<file path="src/rtl/mem_dma_pkg.sv">
// Shared defines for the memory DMA block: bus width, state encoding and
// the word stride used by the address datapath.
`ifndef MEM_DMA_DEFINES
`define MEM_DMA_DEFINES
`define WIDTH 32
`endif

package mem_dma_pkg;

   // Transfer sequencer states.
   typedef enum logic [2:0] {
      IDLE,
      REQ,
      RD,
      CAP,
      WR,
      FIN
   } state_t;

   // Bytes advanced per transferred word.
   localparam int unsigned WORD_BYTES = 4;

   // Clear the byte-offset bits so every access is word aligned.
   function automatic logic [`WIDTH-1:0] word_align(input logic [`WIDTH-1:0] addr);
      return {addr[`WIDTH-1:2], 2'b00};
   endfunction

endpackage

</file>
<file path="src/rtl/mem_dma.sv">
// Memory DMA engine: copies or fills a run of 32-bit words through a
// single granted memory port. Copy = RD, CAP, WR per word; fill = one WR
// per word. Fill mode exists only when MEM_DMA_FILL_EN is defined;
// otherwise every transfer is a copy and mode_i/fill_i are ignored.
`ifndef WIDTH
`define WIDTH 32
`endif

module mem_dma
   import mem_dma_pkg::*;
#(
   parameter int LEN_W     = 16,
   parameter int GNT_PAUSE = 1
) (
   input  logic              clk,
   input  logic              rst,
   input  logic              start_i,
   input  logic              mode_i,
   input  logic [`WIDTH-1:0] src_i,
   input  logic [`WIDTH-1:0] dst_i,
   input  logic [LEN_W-1:0]  len_i,
   input  logic [`WIDTH-1:0] fill_i,
   input  logic              abort_i,
   output logic              bus_req_o,
   input  logic              bus_gnt_i,
   output logic              memread_o,
   output logic              memwrite_o,
   output logic [`WIDTH-1:0] memaddr_o,
   output logic [`WIDTH-1:0] memwdata_o,
   input  logic [`WIDTH-1:0] memrdata_i,
   output logic              busy_o,
   output logic              done_o,
   output logic              aborted_o
);

   state_t             state;
   logic [`WIDTH-1:0]  src_q;
   logic [`WIDTH-1:0]  dst_q;
   logic [`WIDTH-1:0]  data_q;
   logic [`WIDTH-1:0]  fill_q;
   logic [LEN_W-1:0]   count_q;
   logic               fill_mode_q;
   logic               abort_pend;

   logic               req_fill;
   logic [`WIDTH-1:0]  req_pattern;
   logic [`WIDTH-1:0]  src_next;
   logic [`WIDTH-1:0]  dst_next;
   logic               abort_seen;
   logic               last_word;
   logic               gnt_lost;

`ifdef MEM_DMA_FILL_EN
   assign req_fill    = mode_i;
   assign req_pattern = fill_i;
`else
   // Copy-only build: the fill inputs have no function.
   logic unused_fill_inputs;
   assign unused_fill_inputs = ^{mode_i, fill_i};
   assign req_fill    = 1'b0;
   assign req_pattern = '0;
`endif

   // Next word addresses wrap modulo 2^WIDTH; abort is sticky until the word ends.
   always_comb begin
      src_next   = src_q + `WIDTH'(WORD_BYTES);
      dst_next   = dst_q + `WIDTH'(WORD_BYTES);
      abort_seen = abort_pend | abort_i;
      last_word  = (count_q == LEN_W'(1));
      gnt_lost   = (GNT_PAUSE != 0) && !bus_gnt_i;
   end

   // Sequencer, address/count datapath and registered outputs in one process.
   always_ff @(posedge clk or negedge rst) begin
      if (!rst) begin
         // NOTE: latched operands and counters are cleared too, so a reset
         // mid-transfer leaves no stale address or count behind.
         state       <= IDLE;
         src_q       <= '0;
         dst_q       <= '0;
         data_q      <= '0;
         fill_q      <= '0;
         count_q     <= '0;
         fill_mode_q <= 1'b0;
         abort_pend  <= 1'b0;
         bus_req_o   <= 1'b0;
         memread_o   <= 1'b0;
         memwrite_o  <= 1'b0;
         memaddr_o   <= '0;
         memwdata_o  <= '0;
         busy_o      <= 1'b0;
         done_o      <= 1'b0;
         aborted_o   <= 1'b0;
      end else begin
         // NOTE: non-blocking throughout; these defaults are overridden
         // below only in the cycle that enters a strobing or FIN state.
         memread_o  <= 1'b0;
         memwrite_o <= 1'b0;
         memaddr_o  <= '0;
         memwdata_o <= '0;
         done_o     <= 1'b0;
         aborted_o  <= 1'b0;

         case (state)
            IDLE: begin
               if (start_i) begin
                  src_q       <= word_align(src_i);
                  dst_q       <= word_align(dst_i);
                  count_q     <= len_i;
                  fill_mode_q <= req_fill;
                  fill_q      <= req_pattern;
                  abort_pend  <= 1'b0;
                  busy_o      <= 1'b1;
                  if (len_i == '0) begin
                     state  <= FIN;
                     done_o <= 1'b1;
                  end else begin
                     state     <= REQ;
                     bus_req_o <= 1'b1;
                  end
               end
            end

            REQ: begin
               if (abort_i) begin
                  state     <= FIN;
                  bus_req_o <= 1'b0;
                  done_o    <= 1'b1;
                  aborted_o <= 1'b1;
               end else if (bus_gnt_i) begin
                  if (fill_mode_q) begin
                     state      <= WR;
                     memwrite_o <= 1'b1;
                     memaddr_o  <= dst_q;
                     memwdata_o <= fill_q;
                  end else begin
                     state     <= RD;
                     memread_o <= 1'b1;
                     memaddr_o <= src_q;
                  end
               end
            end

            RD: begin
               abort_pend <= abort_seen;
               state      <= CAP;
            end

            CAP: begin
               abort_pend <= abort_seen;
               data_q     <= memrdata_i;
               state      <= WR;
               memwrite_o <= 1'b1;
               memaddr_o  <= dst_q;
               memwdata_o <= memrdata_i;
            end

            WR: begin
               count_q <= count_q - LEN_W'(1);
               dst_q   <= dst_next;
               if (!fill_mode_q) src_q <= src_next;
               if (last_word || abort_seen) begin
                  // Aborted only when words were actually left undone.
                  state      <= FIN;
                  bus_req_o  <= 1'b0;
                  done_o     <= 1'b1;
                  aborted_o  <= !last_word;
                  abort_pend <= 1'b0;
               end else if (gnt_lost) begin
                  state <= REQ;
               end else if (fill_mode_q) begin
                  state      <= WR;
                  memwrite_o <= 1'b1;
                  memaddr_o  <= dst_next;
                  memwdata_o <= fill_q;
               end else begin
                  state     <= RD;
                  memread_o <= 1'b1;
                  memaddr_o <= src_next;
               end
            end

            FIN: begin
               state      <= IDLE;
               busy_o     <= 1'b0;
               bus_req_o  <= 1'b0;
               abort_pend <= 1'b0;
            end

            default: begin
               state     <= IDLE;
               busy_o    <= 1'b0;
               bus_req_o <= 1'b0;
            end
         endcase
      end
   end

endmodule

</file>
<file path="config.mk">
export PLATFORM = sky130hd
export DESIGN_NAME = mem_dma
export DESIGN_NICKNAME = d
export VERILOG_FILES = /design/src/rtl/mem_dma_pkg.sv /design/src/rtl/mem_dma.sv
export SDC_FILE = /design/constraint.sdc
export NUM_CORES = 1
export LEC_CHECK = 0
export ABC_AREA = 1
export BUFFER_PORTS_ARGS = -buffer_cell sky130_fd_sc_hd__clkbuf_2
export CAP_MARGIN = 20
export CORE_MARGIN = 8
export CORE_UTILIZATION = 54
export CTS_CLUSTER_DIAMETER = 80
export DETAILED_ROUTE_END_ITERATION = 7
export HOLD_SLACK_MARGIN = 0.12
export PLACE_DENSITY = 0.81
export SYNTH_ARGS = -nofsm -noshare
export SYNTH_HDL_FRONTEND = slang
export SYNTH_SLANG_ARGS = --single-unit
</file>
<file path="constraint.sdc">
create_clock -name clk -period 1.7 [get_ports clk]
set_input_delay 0 -clock clk [delete_from_list [all_inputs] [get_ports clk]]
set_output_delay 0 -clock clk [all_outputs]
set_load 0.005 [all_outputs]
</file>
==> impl_metrics.csv <==
group,metric,value,unit
hold_path,hold_class,"in -> async",
clocking,cts_max_path_buffers,2,
clocking,cts.reportedPaths.clkPinSlew,0.07,ns
synthesis,main_combinational_cell_family_by_area_after_synthesis,"simple AND/OR/NAND/NOR gates",
sta,timing.clock.skew,0.0137,ns
critical_path,type_of_element_capturing_the_critical_path,"register",
sta,unrepaired_setup_endpoints_after_global_routing,"true",
synthesis,yosysSeqAreaShare,44.4,%
outcome,failed_checks,"negative setup slack",
synthesis,synth_largest_area_cell,"sky130_fd_sc_hd__dfrtp_1",
placed_design,dpl_worst_slack,0.0190,ns
synthesis,mappedNetlistNets,1301,
die,design.portCount,220,
outcome,run_status,"complete, but fails checks",
clocking,cts_sinks,149,
placed_design,place_area,9820,µm²
die,die_height,141,µm
layout,finish.utilization,78.5,%
layout,post_route_cells_drive_above_1_share,23.6,%
layout,fin_nets,1638,
synthesis,synth-main-ff-cell,"sky130_fd_sc_hd__dfrtp_1",
grt,groute.usage.overall,30.9,%
synthesis,netlist-cell-type-count,48,
clocking,cts-buffers-inserted,17,
placed_design,port-buffer-count,182,
power,irDropWorstVdd,1.01,mV
sta,period_needed,1.71,ns
grt,grt_antenna_before_repair,0,
drt,post-route-drc-count,0,
synthesis,syn-mean-instance-area,7.32,µm²
die,num_rows,45,
clocking,insertion_delay,0.44,ns
synthesis,synthTopCellsByCount,"sky130_fd_sc_hd__nand2_1, sky130_fd_sc_hd__nor2_1, sky130_fd_sc_hd__dfrtp_1",
sta,max_slew.worst_pin.slew,0.540,ns
synthesis,post_synth_fa_ha_maj_area_fraction,0.596,%
synthesis,yosys-mux-area-fraction,0,%
sta,clock.fmax,0.585,GHz
critical_path,critical_path_required,2.00,ns
synthesis,synth_edf_count,0,
layout,area_delta_synth_final,42.2,%
placed_design,dp_hpwl,20200,µm
synthesis,syn_area,8400,µm²
sta,finalMaxSlewViolations,0,
power,power_density,1600,nW/µm²
drt,drt_pass1_iterations,6,
drt,drt.antenna.violating_nets,0,
run,max_cap_violations,0,
synthesis,synth-compound-area-share,12.8,%
critical_path,setup.worst_path.class,"reg -> reg",
die,dieArea,19800,µm²
sta,setup_slack,-0.0104,ns
grt,grt_pass1_vias,9311,
clocking,root_buffer,"sky130_fd_sc_hd__clkbuf_16",
sta,post-route-period-util,101,%
grt,grt_start_max_net_pins,49,
synthesis,ys_ff_latch,149,
sta,whs,0.125,ns
die,floorplan.initialDensity,55.2,%
synthesis,yosys.cell_count.top_type,"sky130_fd_sc_hd__nand2_1",
sta,hold_viol_final,0,
layout,finish.instance_area,11900,µm²
clocking,htree_levels,4,
grt,grt_pass1_wl,48300,µm
drt,detailroute.via_count,9603,
synthesis,synth-warning-count,0,
critical_path,path_max_fanout,21,
sta,setup_viol,1,
synthesis,synth_top_cells_by_area,"sky130_fd_sc_hd__dfrtp_1, sky130_fd_sc_hd__nand2_1, sky130_fd_sc_hd__nor2_1",
clocking,cts_tree,"built",
die,floorplan.die.width,141,µm
critical_path,worst_ep_arrival_time,2.01,ns
power,power.static_leakage,5.94,nW
drt,per_cell_routed_wire_length,18.7,µm
drt,drt_first_iter_violations,1157,
drt,vias_per_inst,5.70,
grt,grt_remaining_overflow,0,
placed_design,gp_routability_congestion,0.970,
layout,insertedDiodeCount,0,
power,power.total,19.2,mW
critical_path,worst_setup_path_start_kind,"register",
synthesis,async_flop_share,100,%
synthesis,synthCells,1147,
sta,maxSlewHeadroom,63.7,%
synthesis,synth_top_area_share,44.4,%
synthesis,synth_simple_gate_area_share,32.6,%
die,core-area,15200,µm²
drt,finalWirelength,31500,µm
synthesis,synth_xor_area_share,1.15,%
[flip-flops by register name (all words and copies together) (netlist names), 3 cells and up]
signal	flops
memaddr_o	31
dst_q	30
state	3
count_q	16
src_q	30
memwdata_o	32
[repair_timing]
item                                   CTS  global route
pin swaps                                0             5
setup endpoints to repair                2            44
hold buffers                           114             0
buffers inserted                         1            12
resized for setup                        1            45
cloned                                   0             2
endpoints found under the hold margin  272             0
[power by group]
group / total (mW) / switching, mW / internal, mW
registers: 6.33 / 1.44 / 4.88
clock network: 4.31 / 1.57 / 2.74
logic: 8.52 / 5.13 / 3.39
total: 19.2 / 8.14 / 11.0
[cells in the final DEF (no fill, tap or decap), drive strengths merged, types with 4 or more instances in the layout]
cell         count
a21boi          14
a21oi           20
a22oi           26
buf             62
bufinv           6
clkbuf         201
clkinv           6
dfrtp          149
dlygate4sd3    113
ha               4
inv            128
nand2          322
nand3           99
nand3b           5
nand4            8
nor2           188
nor3            11
o211ai          21
o21ai           74
o22ai           11
xor2             9
[worst max-delay path, stage by stage (launching register included)]
cell and delay, ns:
sky130_fd_sc_hd__dfrtp_2 0.44, sky130_fd_sc_hd__inv_4 0.12, sky130_fd_sc_hd__nand3_4 0.13, sky130_fd_sc_hd__nor2_8 0.15, sky130_fd_sc_hd__inv_2 0.15, sky130_fd_sc_hd__buf_12 0.20
sky130_fd_sc_hd__o21ai_0 0.27, sky130_fd_sc_hd__a21boi_1 0.12
[metrics by stage]
stage | TNS [ns] | instances
global placement | 0 | 1524
finish | -0.0104 | 1685
global route | -0.379 | 1685
detailed placement | 0 | 1524
floorplan | 0 | 1147
CTS | 0 | 1671
[cells by family (layout without fill, tap and decap cells)]
logic type,Yosys count,after routing
flip-flops,149,149
buffers and inverters,168,518
adder cells (fa/ha/maj),4,4
AND/OR/NAND/NOR,638,638
AO/OA/AOI/OAI,176,176
other,1,1
XOR/XNOR,11,11
[layout make-up]
cell class	count	area [µm²]
clock buffer	18	429
clock inverter	14	233
fill	1015	3260
inverter	128	483
multi-input combinational	830	4070
sequential	149	3740
tap	188	235
timing repair buffer	358	2750
[per-layer routing]
layer / share of wire, % / GRT usage, % / vias to the layer above
li1: - / - / 4391
met1: 37 / 37.1 / 4469
met2: 49 / 50.9 / 595
met3: 9.1 / 6.58 / 148
met4: 5.6 / 17.0 / 0
met5: 0 / 0 / -
[final timing paths]
path | startpoint | endpoint | slack [ns] | depth (start not counted)
worst min-delay path | rst | src_q[8] | 0.12 | 3
worst max register to register | state[2] | src_q[30] | -0.01 | 7
worst max-delay path | state[2] | src_q[30] | -0.01 | 7
max in group asynchronous | rst | state[2] | 1.22 | 3
min in group clk | memrdata_i[0] | memwdata_o[0] | 0.31 | 4
worst min register to register | bus_req_o | bus_req_o | 0.55 | 2
No activity file was read; power rests on OpenSTA's default activity.
